## config.mk

```make
export PLATFORM = sky130hd
export DESIGN_NAME = link_turn_ctrl
export DESIGN_NICKNAME = d
export VERILOG_FILES = /design/src/rtl/link_turn_ctrl.sv
export SDC_FILE = /design/constraint.sdc
export NUM_CORES = 1
export LEC_CHECK = 0
export ABC_AREA = 1
export CAP_MARGIN = 10
export CORE_AREA = 2 2 401 403
export CTS_CLUSTER_SIZE = 40
export DETAILED_ROUTE_END_ITERATION = 10
export DIE_AREA = 0 0 403 405
export GPL_TIMING_DRIVEN = 0
export SETUP_SLACK_MARGIN = 0.02
export SLEW_MARGIN = 15
export SYNTH_ARGS = -nofsm -noshare
export SYNTH_HDL_FRONTEND = slang
export SYNTH_SLANG_ARGS = --single-unit
```

## constraint.sdc

```tcl
create_clock -name clk -period 2 [get_ports clk]
set_input_delay 0.4 -clock clk [delete_from_list [all_inputs] [get_ports clk]]
set_output_delay 0.4 -clock clk [all_outputs]
set_load 0.005 [all_outputs]
```

## src/rtl/link_turn_ctrl.sv

```systemverilog
// Turn-based board exchange controller: LOCAL -> send (with timeout/retry) -> REMOTE -> LOCAL.
// All outputs are registered one cycle after the triggering edge; the link exerts backpressure through peerReady.
module link_turn_ctrl #(
    parameter int TIMEOUT_CYCLES = 1024,
    parameter int MAX_RETRY      = 3,
    parameter int FIRST_TURN     = 1
) (
    input  logic         clk,
    input  logic         rst,
    input  logic         sendReq,
    input  logic [255:0] boardIn,
    input  logic         peerReady,
    input  logic         txDone,
    input  logic         rxValid,
    input  logic [255:0] rxBuffer,
    output logic         startTransfer,
    output logic [255:0] sendBuffer,
    output logic [255:0] boardOut,
    output logic         boardValid,
    output logic         myTurn,
    output logic         busy,
    output logic [1:0]   retryCount,
    output logic         timeoutErr,
    output logic         protoErr
);

    localparam int TW = $clog2(TIMEOUT_CYCLES);
    localparam logic [TW-1:0] TIMER_LAST = TW'(TIMEOUT_CYCLES - 1);
    localparam logic [1:0]    RETRY_MAX  = 2'(MAX_RETRY);

    typedef enum logic [2:0] {
        ST_LOCAL,
        ST_WAIT_PEER,
        ST_WAIT_DONE,
        ST_REMOTE,
        ST_ERROR
    } state_t;

    localparam state_t RESET_STATE = (FIRST_TURN != 0) ? ST_LOCAL : ST_REMOTE;

    state_t        state;
    state_t        state_nxt;
    logic [TW-1:0] timer;

    logic enter;
    logic latch_send;
    logic start_nxt;
    logic take_rx;
    logic retry_inc;
    logic proto_hit;
    logic timer_last;
    logic retry_ok;
    logic in_wait;

    always_ff @(posedge clk) begin
        if (rst) begin
            state <= RESET_STATE;
        end else begin
            state <= state_nxt;
        end
    end

    always_comb begin
        state_nxt  = state;
        enter      = 1'b0;
        latch_send = 1'b0;
        start_nxt  = 1'b0;
        take_rx    = 1'b0;
        retry_inc  = 1'b0;
        timer_last = (timer == TIMER_LAST);
        retry_ok   = (retryCount < RETRY_MAX);
        in_wait    = (state == ST_WAIT_PEER) || (state == ST_WAIT_DONE);
        // Frames arriving while it is not the peer's turn are dropped and flagged.
        proto_hit  = rxValid && (state != ST_REMOTE);

        case (state)
            ST_LOCAL: begin
                if (sendReq) begin
                    state_nxt  = ST_WAIT_PEER;
                    enter      = 1'b1;
                    latch_send = 1'b1;
                end
            end
            ST_WAIT_PEER, ST_WAIT_DONE: begin
                // The exit event beats a coincident timeout.
                if ((state == ST_WAIT_PEER) && peerReady) begin
                    state_nxt = ST_WAIT_DONE;
                    enter     = 1'b1;
                    start_nxt = 1'b1;
                end else if ((state == ST_WAIT_DONE) && txDone) begin
                    state_nxt = ST_REMOTE;
                    enter     = 1'b1;
                end else if (timer_last) begin
                    enter = 1'b1;
                    if (retry_ok) begin
                        state_nxt = ST_WAIT_PEER;
                        retry_inc = 1'b1;
                    end else begin
                        state_nxt = ST_ERROR;
                    end
                end
            end
            ST_REMOTE: begin
                if (rxValid) begin
                    state_nxt = ST_LOCAL;
                    enter     = 1'b1;
                    take_rx   = 1'b1;
                end
            end
            ST_ERROR: begin
                state_nxt = ST_ERROR;
            end
            default: begin
                state_nxt = RESET_STATE;
                enter     = 1'b1;
            end
        endcase
    end

    always_ff @(posedge clk) begin
        if (rst) begin
            timer         <= '0;
            sendBuffer    <= '0;
            boardOut      <= '0;
            boardValid    <= 1'b0;
            startTransfer <= 1'b0;
            retryCount    <= 2'd0;
            myTurn        <= (FIRST_TURN != 0);
            busy          <= 1'b0;
            timeoutErr    <= 1'b0;
            protoErr      <= 1'b0;
        end else begin
            if (enter) begin
                timer <= '0;
            end else if (in_wait) begin
                timer <= timer + TW'(1);
            end

            if (latch_send) begin
                sendBuffer <= boardIn;
            end

            if (latch_send) begin
                retryCount <= 2'd0;
            end else if (retry_inc) begin
                retryCount <= retryCount + 2'd1;
            end

            if (take_rx) begin
                boardOut <= rxBuffer;
            end

            boardValid    <= take_rx;
            startTransfer <= start_nxt;
            myTurn        <= (state_nxt == ST_LOCAL);
            busy          <= (state_nxt == ST_WAIT_PEER) || (state_nxt == ST_WAIT_DONE);
            timeoutErr    <= timeoutErr || (state_nxt == ST_ERROR);
            protoErr      <= protoErr || proto_hit;
        end
    end

endmodule

```

======== Yosys cells after proc, flatten, opt, wreduce, memory -nomap -nowiden ========
Cells that the tools add are included.
storage, ports and cells
  flip-flop bits (word level) ............. 533
  latch bits .............................. 0
  bits in writable memories ............... 0
  ROM bits ................................ 0
  input port bits ......................... 518
  memories kept ........................... 0
operators by class
  $add $sub $neg .......................... 2
  $mul .................................... 0
  divide/modulo/power cells ............... 0
  $lt $le $gt $ge ......................... 1
  equal/unequal tests ..................... 9
  shift-type cells ........................ 0
  mux-type cells .......................... 21
  bitwise operators ....................... 1
  reduce and logical (&&, ||, !) cells .... 13
operators by type and width
  kind                     number
  $mux W3                  6
  $mux W1                  13
  $pmux W3 S4              1
  $add A10 B1 Y10 const B  1
  $eq A10 B10 Y1 const B   1
  $eq A3 B2 Y1 const B     3
  $reduce_or A2 Y1         4
  $eq A3 B1 Y1 const B     2
  $eq A3 B3 Y1 const B     2
  $logic_not A3 Y1         2
  $logic_or A1 B1 Y1       4
  $pmux W1 S4              1
  $logic_and A1 B1 Y1      3
  $ne A3 B2 Y1 const B     1
  $add A2 B1 Y2 const B    1
  $lt A2 B2 Y1 const B     1
  $not A1 Y1               1

======== Depth between registers and ports, before layout ========
Gate-level depths: netlist of run 1.
  word-level depth ........................ 8
  depth in mapped cells ................... 11

======== Worst setup path after synthesis of run 1 ========
Ideal clock, no wire load.
  path kind ............................... reg2reg
  start point ............................. reg timer[0]
  end point ............................... reg retryCount[0]
  arrival time ............................ 1,395 ps
  data required time ...................... 1,930 ps
  path slack .............................. 535 ps
  stages on the path, launching flop included .. 9
  clock period less this slack ............ 1,465 ps
  path through ............................ dfxtp_1 > ha_1 > nand2_1 > nor2_2 > nand3_1 > nor2_2 > nand3_2 > or2_1 > a21oi_1
between the ends
  cells in the longest elaborated chain, start to end .. 5
ends and longest elaborated chain
  element                 RTL line  text
  from (decl)             43        logic [TW-1:0] timer;
  from (signal assigned)  136       timer <= timer + TW'(1);
  $eq A10 B10 Y1          70        timer_last = (timer == TIMER_LAST);
  $mux W1                 93        end else if (timer_last) begin
  $mux W1                 90        end else if ((state == ST_WAIT_DONE) && txDone) begin
  $mux W1                 86        if ((state == ST_WAIT_PEER) && peerReady) begin
  $mux W1                 76        case (state)
  to (signal assigned)    146       retryCount <= retryCount + 2'd1;
  to (decl)               22        output logic [1:0] retryCount,
No other way between the ends.
A chain may end at the register's enable or synchronous reset.

======== Worst setup path in the final report of run 1 ========
  start point ............................. reg boardOut[209]
  end point ............................... out boardOut[209]
RTL lines
  element                 RTL line  text
  from (decl)             18        output logic [255:0] boardOut,
  from (signal assigned)  150       boardOut <= rxBuffer;
No word-level cell between the ends.

==> results of run 1 <==
metrics by stage:
step / power [µW] / setup TNS (ns) / cells / hold slack [ns] / instance area [µm²]
3_5_place_dp: 17300 / -315.54 / 5479 / 0.471 / 31400
5_1_grt: 31700 / -0.0365 / 5629 / 0.0745 / 34000
2_1_floorplan: 13500 / 0 / 2357 / 0.457 / 18400
6_report: 30400 / 0 / 5644 / 0.119 / 34000
3_3_place_gp: 17300 / -319.26 / 5479 / 0.459 / 31400
4_1_cts: 30800 / 0 / 5612 / 0.0146 / 33800
report_power, final:
group          internal, µW  switching, µW
Clock                  8230           5430
Combinational          2350           2580
Sequential            11400            440
Total                 21900           8450
cell usage in the layout, fill, tap and decap left out, types with 14 or more instances in the layout:
master and instances:
nor2_1 1019, clkdlybuf4s50_1 671, dfxtp_1 477, o21ai_0 461
dlygate4sd2_1 352, clkbuf_16 72, clkbuf_1 67, o21ai_1 53
dfxtp_2 35, buf_2 34, diode_2 32, clkbuf_2 30
nand2_1 28, clkbuf_4 24, dfxtp_4 21, nor2_2 18
buf_4 15, clkbuf_8 15, inv_1 14
layer usage:
| layer | GRT usage | vias up | part of all wire |
|---|---|---|---|
| met4 | 0.0647 | 72 | 0.035 |
| met3 | 0.0866 | 277 | 0.12 |
| met2 | 0.279 | 994 | 0.46 |
| met5 | 0 | - | 0.0031 |
| met1 | 0.190 | 9965 | 0.38 |
| li1 | - | 9855 | - |
registers in the layout, summed over array words and instances, names as in the netlist:
register       flops
state              3
protoErr           1
retryCount         2
boardValid         1
startTransfer      1
boardOut         256
myTurn             1
sendBuffer       256
timer             10
busy               1
timeoutErr         1
repair_timing:
action | CTS | global route
buffers inserted | 3 | 0
pin swaps | 2 | 1
endpoints found under the setup margin | 790 | 305
gates resized for setup | 513 | 121
endpoints found under the hold margin | 2 | 0
hold buffers | 3 | 0
cell type report:
cell class | instances | area [µm²]
clock buffer | 95 | 2040
timing repair buffer | 1042 | 10000
multi-input combinational | 1634 | 7060
inverter | 20 | 75.1
sequential | 533 | 10800
buffer | 170 | 936
fill | 17700 | 125000
antenna | 32 | 80.1
tap | 2086 | 2610
clock inverter | 32 | 427
how the worst max path moves through the flow:
stage                                 end  depth (start not counted)  slack (ns)                  startpoint
6_report                    boardOut[209]                          1        0.08  boardOut[209]$_SDFFE_PP0P_
5_1_grt                 myTurn$_SDFF_PP1_                          8       -0.04       timer[0]$_SDFFE_PP0P_
4_1_cts        boardOut[195]$_SDFFE_PP0P_                          9        0.02         state[2]$_SDFF_PP0_
3_5_place_dp   boardOut[242]$_SDFFE_PP0P_                          8       -1.46                     rxValid
3_3_place_gp   boardOut[236]$_SDFFE_PP0P_                          8       -1.46                     rxValid
2_1_floorplan  retryCount[0]$_SDFFE_PP0P_                          8        0.54       timer[0]$_SDFFE_PP0P_
logic make-up (layout without fill, tap and decap cells):
group / Yosys count / in the layout / synth area share
AO/OA/AOI/OAI: 527 / 527 / 0.144
XOR/XNOR: 5 / 5 / 0.00238
adder cells (fa/ha/maj): 2 / 2 / 0.00136
buffers and inverters: 190 / 1359 / 0.0440
flip-flops: 533 / 533 / 0.580
other: 0 / 32 / 0
AND/OR/NAND/NOR: 1100 / 1100 / 0.229
==> impl_metrics.ini, run 1 <==
[critical_path]
r2r_slack_ns = 0.11
path_cells = clkdlybuf4s50_1
slowest_delay_ns = 0.52
reg2reg_depth = 9
critPathKind = reg2out
crit_slowest_cell = clkdlybuf4s50_1
cp_data_arrival_time_ns = 1.52
reg2reg_from = state[2]$_SDFF_PP0_
r2r-end = boardOut[144]$_SDFFE_PP0P_
crit_buf_inv = 1
crit_path_end_kind = primary output
worstSetupStartpointType = register
critPathMaxFanout = 2
cp_top_family = buffers and inverters
cp.required_ns = 1.60

[clock_tree]
numCtsBuffers = 72
path_clk_slew_ns = 0.06
clk_latency_ns = 0.66
cts_sinks = 533
htreeDepth = 3
root_buffer = clkbuf_16
cts_tree = done
clock_path_buffers = 3

[pwr]
vdd_ir_drop_max_mv = 0.573
power_leakage_uw = 0.0149
p_per_area_nw_per_um2 = 893

[grt]
antenna_found_initial = 109
grt_pass1_vias = 20400
grt_max_degree = 14
grt-ovfl-total = 0
grt_usage = 0.171
grt_first_pass_wirelength_um = 187000

[synth]
synth_edf_count = 0
synth.top_cells.by_area = dfxtp_1 58%, nor2_1 21%, o21ai_0 13%
yosysTopAreaCellShare = 0.580
ys_types = 30
async_flop_share = 0
ys.flop_type = dfxtp_1
synth_area_leader_cell = dfxtp_1
synth_area_um2 = 18400
synth_common_cells = 1,046 x nor2_1, 533 x dfxtp_1, 480 x o21ai_0, 98 x clkbuf_1, 65 x buf_2
avgSynthCellArea_um2 = 7.81
synthCells = 2357
synthesis.nets = 2877
yosys_warnings = 0
yosysMostFrequentCell = nor2_1
ys_seq_elements = 533
ys_seq_area_frac = 0.580

[timing]
final-setup-viol-count = 0
worst_slack_ns = 0.0829
rsz0062_at_grt = yes
fin_skew_ns = 0.0321
timing.final.crit_share = 0.959
hold_viol = 0
slew_viol_final = 0
achievable-frequency_ghz = 0.522
final.min_clock_period_ns = 1.92
slew_headroom = 0.398
worstMarginPinSlew_ns = 0.903

[floorplan]
io_pins = 1038
die-area_um2 = 163000
start_util = 0.116
die_h_um = 405
fp-row-count = 147
coreArea_um2 = 159000
dieWidth_um = 403

[detailed_routing]
vias = 21200
detail_route.vias_per_cell = 3.75
drt_iter0_drc = 1749
drt_pass1_iterations = 5
drc = 0
wl_um = 147000
antenna_left = 0
wl_per_cell_um = 26.0

[min_path]
min_path_type = in2reg
min_to = startTransfer$_SDFF_PP0_
whs_path_depth = 2
hp-start = rst

[placement]
io_buffers = 1036
gp_congestion = 0.945
dpl_worst_slack_ns = -1.46
place_hpwl_um = 124000

[status]
status = finished clean

[run]
drv_cap = 0

[finish]
area_growth_pct = 84.9
nets = 3993
utilization = 0.214
drive_gt1_frac = 0.0950
Power figures use the tool's default switching activity.
==> inputs of run 2 (changes only) <==
- HOLD_SLACK_MARGIN: default -> 0.05
==> impl_metrics.ini, run 2 (synthesis results as in run 1) <==
[pwr]
p_int_uw = 21900
pwr-share-comb = 0.162
vdd_ir_drop_max_mv = 0.572
swShare = 0.278
p_per_area_nw_per_um2 = 893
p_total_uw = 30400
p_sw_uw = 8460
p_seq_frac = 0.388
power_frac_clock = 0.450
power_leakage_uw = 0.0149

[clock_tree]
root_buffer = clkbuf_16
clock_path_buffers = 3
htreeDepth = 3
clk_latency_ns = 0.66
cts_tree = done
numCtsBuffers = 72
path_clk_slew_ns = 0.06
cts_sinks = 533

[timing]
final-setup-viol-count = 0
slew_headroom = 0.404
final.min_clock_period_ns = 1.94
fin_skew_ns = 0.0316
tns_ns = 0
slew_viol_final = 0
worstMarginPinSlew_ns = 0.895
timing.final.crit_share = 0.968
rsz0062_at_grt = yes
hold_viol = 0
achievable-frequency_ghz = 0.517

[grt]
grt_pass1_vias = 20400
grt_first_pass_wirelength_um = 187000
grt-ovfl-total = 0
grt_max_degree = 14
grt_usage = 0.171
antenna_found_initial = 109

[floorplan]
die-area_um2 = 163000
io_pins = 1038
fp-row-count = 147
die_h_um = 405
dieWidth_um = 403
start_util = 0.116
coreArea_um2 = 159000

[detailed_routing]
wl_um = 147000
wl_per_cell_um = 26.0
drt_iter0_drc = 1719
met3WireLength_um = 17100
drt_pass1_iterations = 5
drc = 0
vias = 21300
met1_length_um = 55900
antenna_left = 0
detail_route.vias_per_cell = 3.77
maxUsedRoutingLayer = met5
wl_met2_um = 67900

[finish]
utilization = 0.214
mostFrequentLayoutCell = nor2_1
drive_gt1_frac = 0.0950
layout_common_cells = 1,019 x nor2_1, 671 x clkdlybuf4s50_1, 477 x dfxtp_1, 461 x o21ai_0, 352 x dlygate4sd2_1
final_area_um2 = 34000
area_growth_pct = 84.9
num-fill-cells = 17700
top_regs = boardOut (256), sendBuffer (256), timer (10)
multi_input_area_um2 = 7060
ff_latch_area_um2 = 10800
nets = 3992

[critical_path]
crit_path_end_kind = register
worstSetupStartpointType = register
cp_data_arrival_time_ns = 2.48
critPathMaxFanout = 10
critPathKind = reg2reg
cp.required_ns = 2.54

[placement]
io_buffers = 1036
dpl_cell_area_um2 = 31400
place_hpwl_um = 124000
gp_congestion = 0.945

[min_path]
min_path_type = in2reg

[status]
status = finished clean

[run]
drv_cap = 0
[run 2: worst paths after layout]
check	startpoint	endpoint	slack, ns	cells after the start
worst min-delay path	rxBuffer[193]	boardOut[193]$_SDFFE_PP0P_	0.32	3
worst max-delay path	state[2]$_SDFF_PP0_	boardOut[139]$_SDFFE_PP0P_	0.06	9
worst min register to register	sendBuffer[52]$_SDFFE_PP0P_	sendBuffer[52]$_SDFFE_PP0P_	0.47	2
worst max register to register	state[2]$_SDFF_PP0_	boardOut[139]$_SDFFE_PP0P_	0.06	9
[run 2: metal layers]
layer / global-route usage / vias to the layer above
met4: 0.0647 / 72
met5: 0 / -
met1: 0.190 / 9983
li1: - / 9861
met3: 0.0866 / 296
met2: 0.279 / 1057
[run 2: what timing repair did]
action                                  in CTS  in global routing
gates resized for setup                    513                121
endpoints found under the hold margin        6                  0
hold buffers                                 2                  0
pin swaps                                    2                  1
buffers inserted                             3                  0
endpoints found under the setup margin     790                305
[run 2: final cells by class]
class                   instances  area share
plain buffers                 170      0.0275
repair buffers               1041       0.294
flip-flops and latches        533       0.317
inverters                      20     0.00221
diodes                         34     0.00250
clock buffers                  95      0.0599
well taps                    2086      0.0767
multi-input cells            1634       0.207
clock inverters                32      0.0125
[run 2: power groups by stage]
stage               Combinational [µW]  Clock, µW  Sequential [µW]
detailed placement                5250          0            12000
CTS                               4980      14100            11800
global placement                  5240          0            12000
finish                            4930      13700            11800
global route                      5320      14500            11900
floorplan                         1460          0            12000
[run 2: metrics by stage]
step	hold WS, ns	worst slack (ns)	std cells
final	0.320	0.0645	5645
after floorplan	0.457	0.535	2357
after CTS	0.246	0.0183	5611
after global placement	0.459	-1.46	5479
after global routing	0.292	-0.0371	5628
after detailed placement	0.471	-1.46	5479
[run 2: worst max-delay path: stages, from the launching register on]
cell and delay [ns]:
dfxtp_1 0.32, inv_2 0.12, nand3_2 0.14, nor2_4 0.15
buf_12 0.14, inv_2 0.11, buf_4 0.23, clkbuf_2 0.22
nor2_1 0.29, nor2_1 0.09
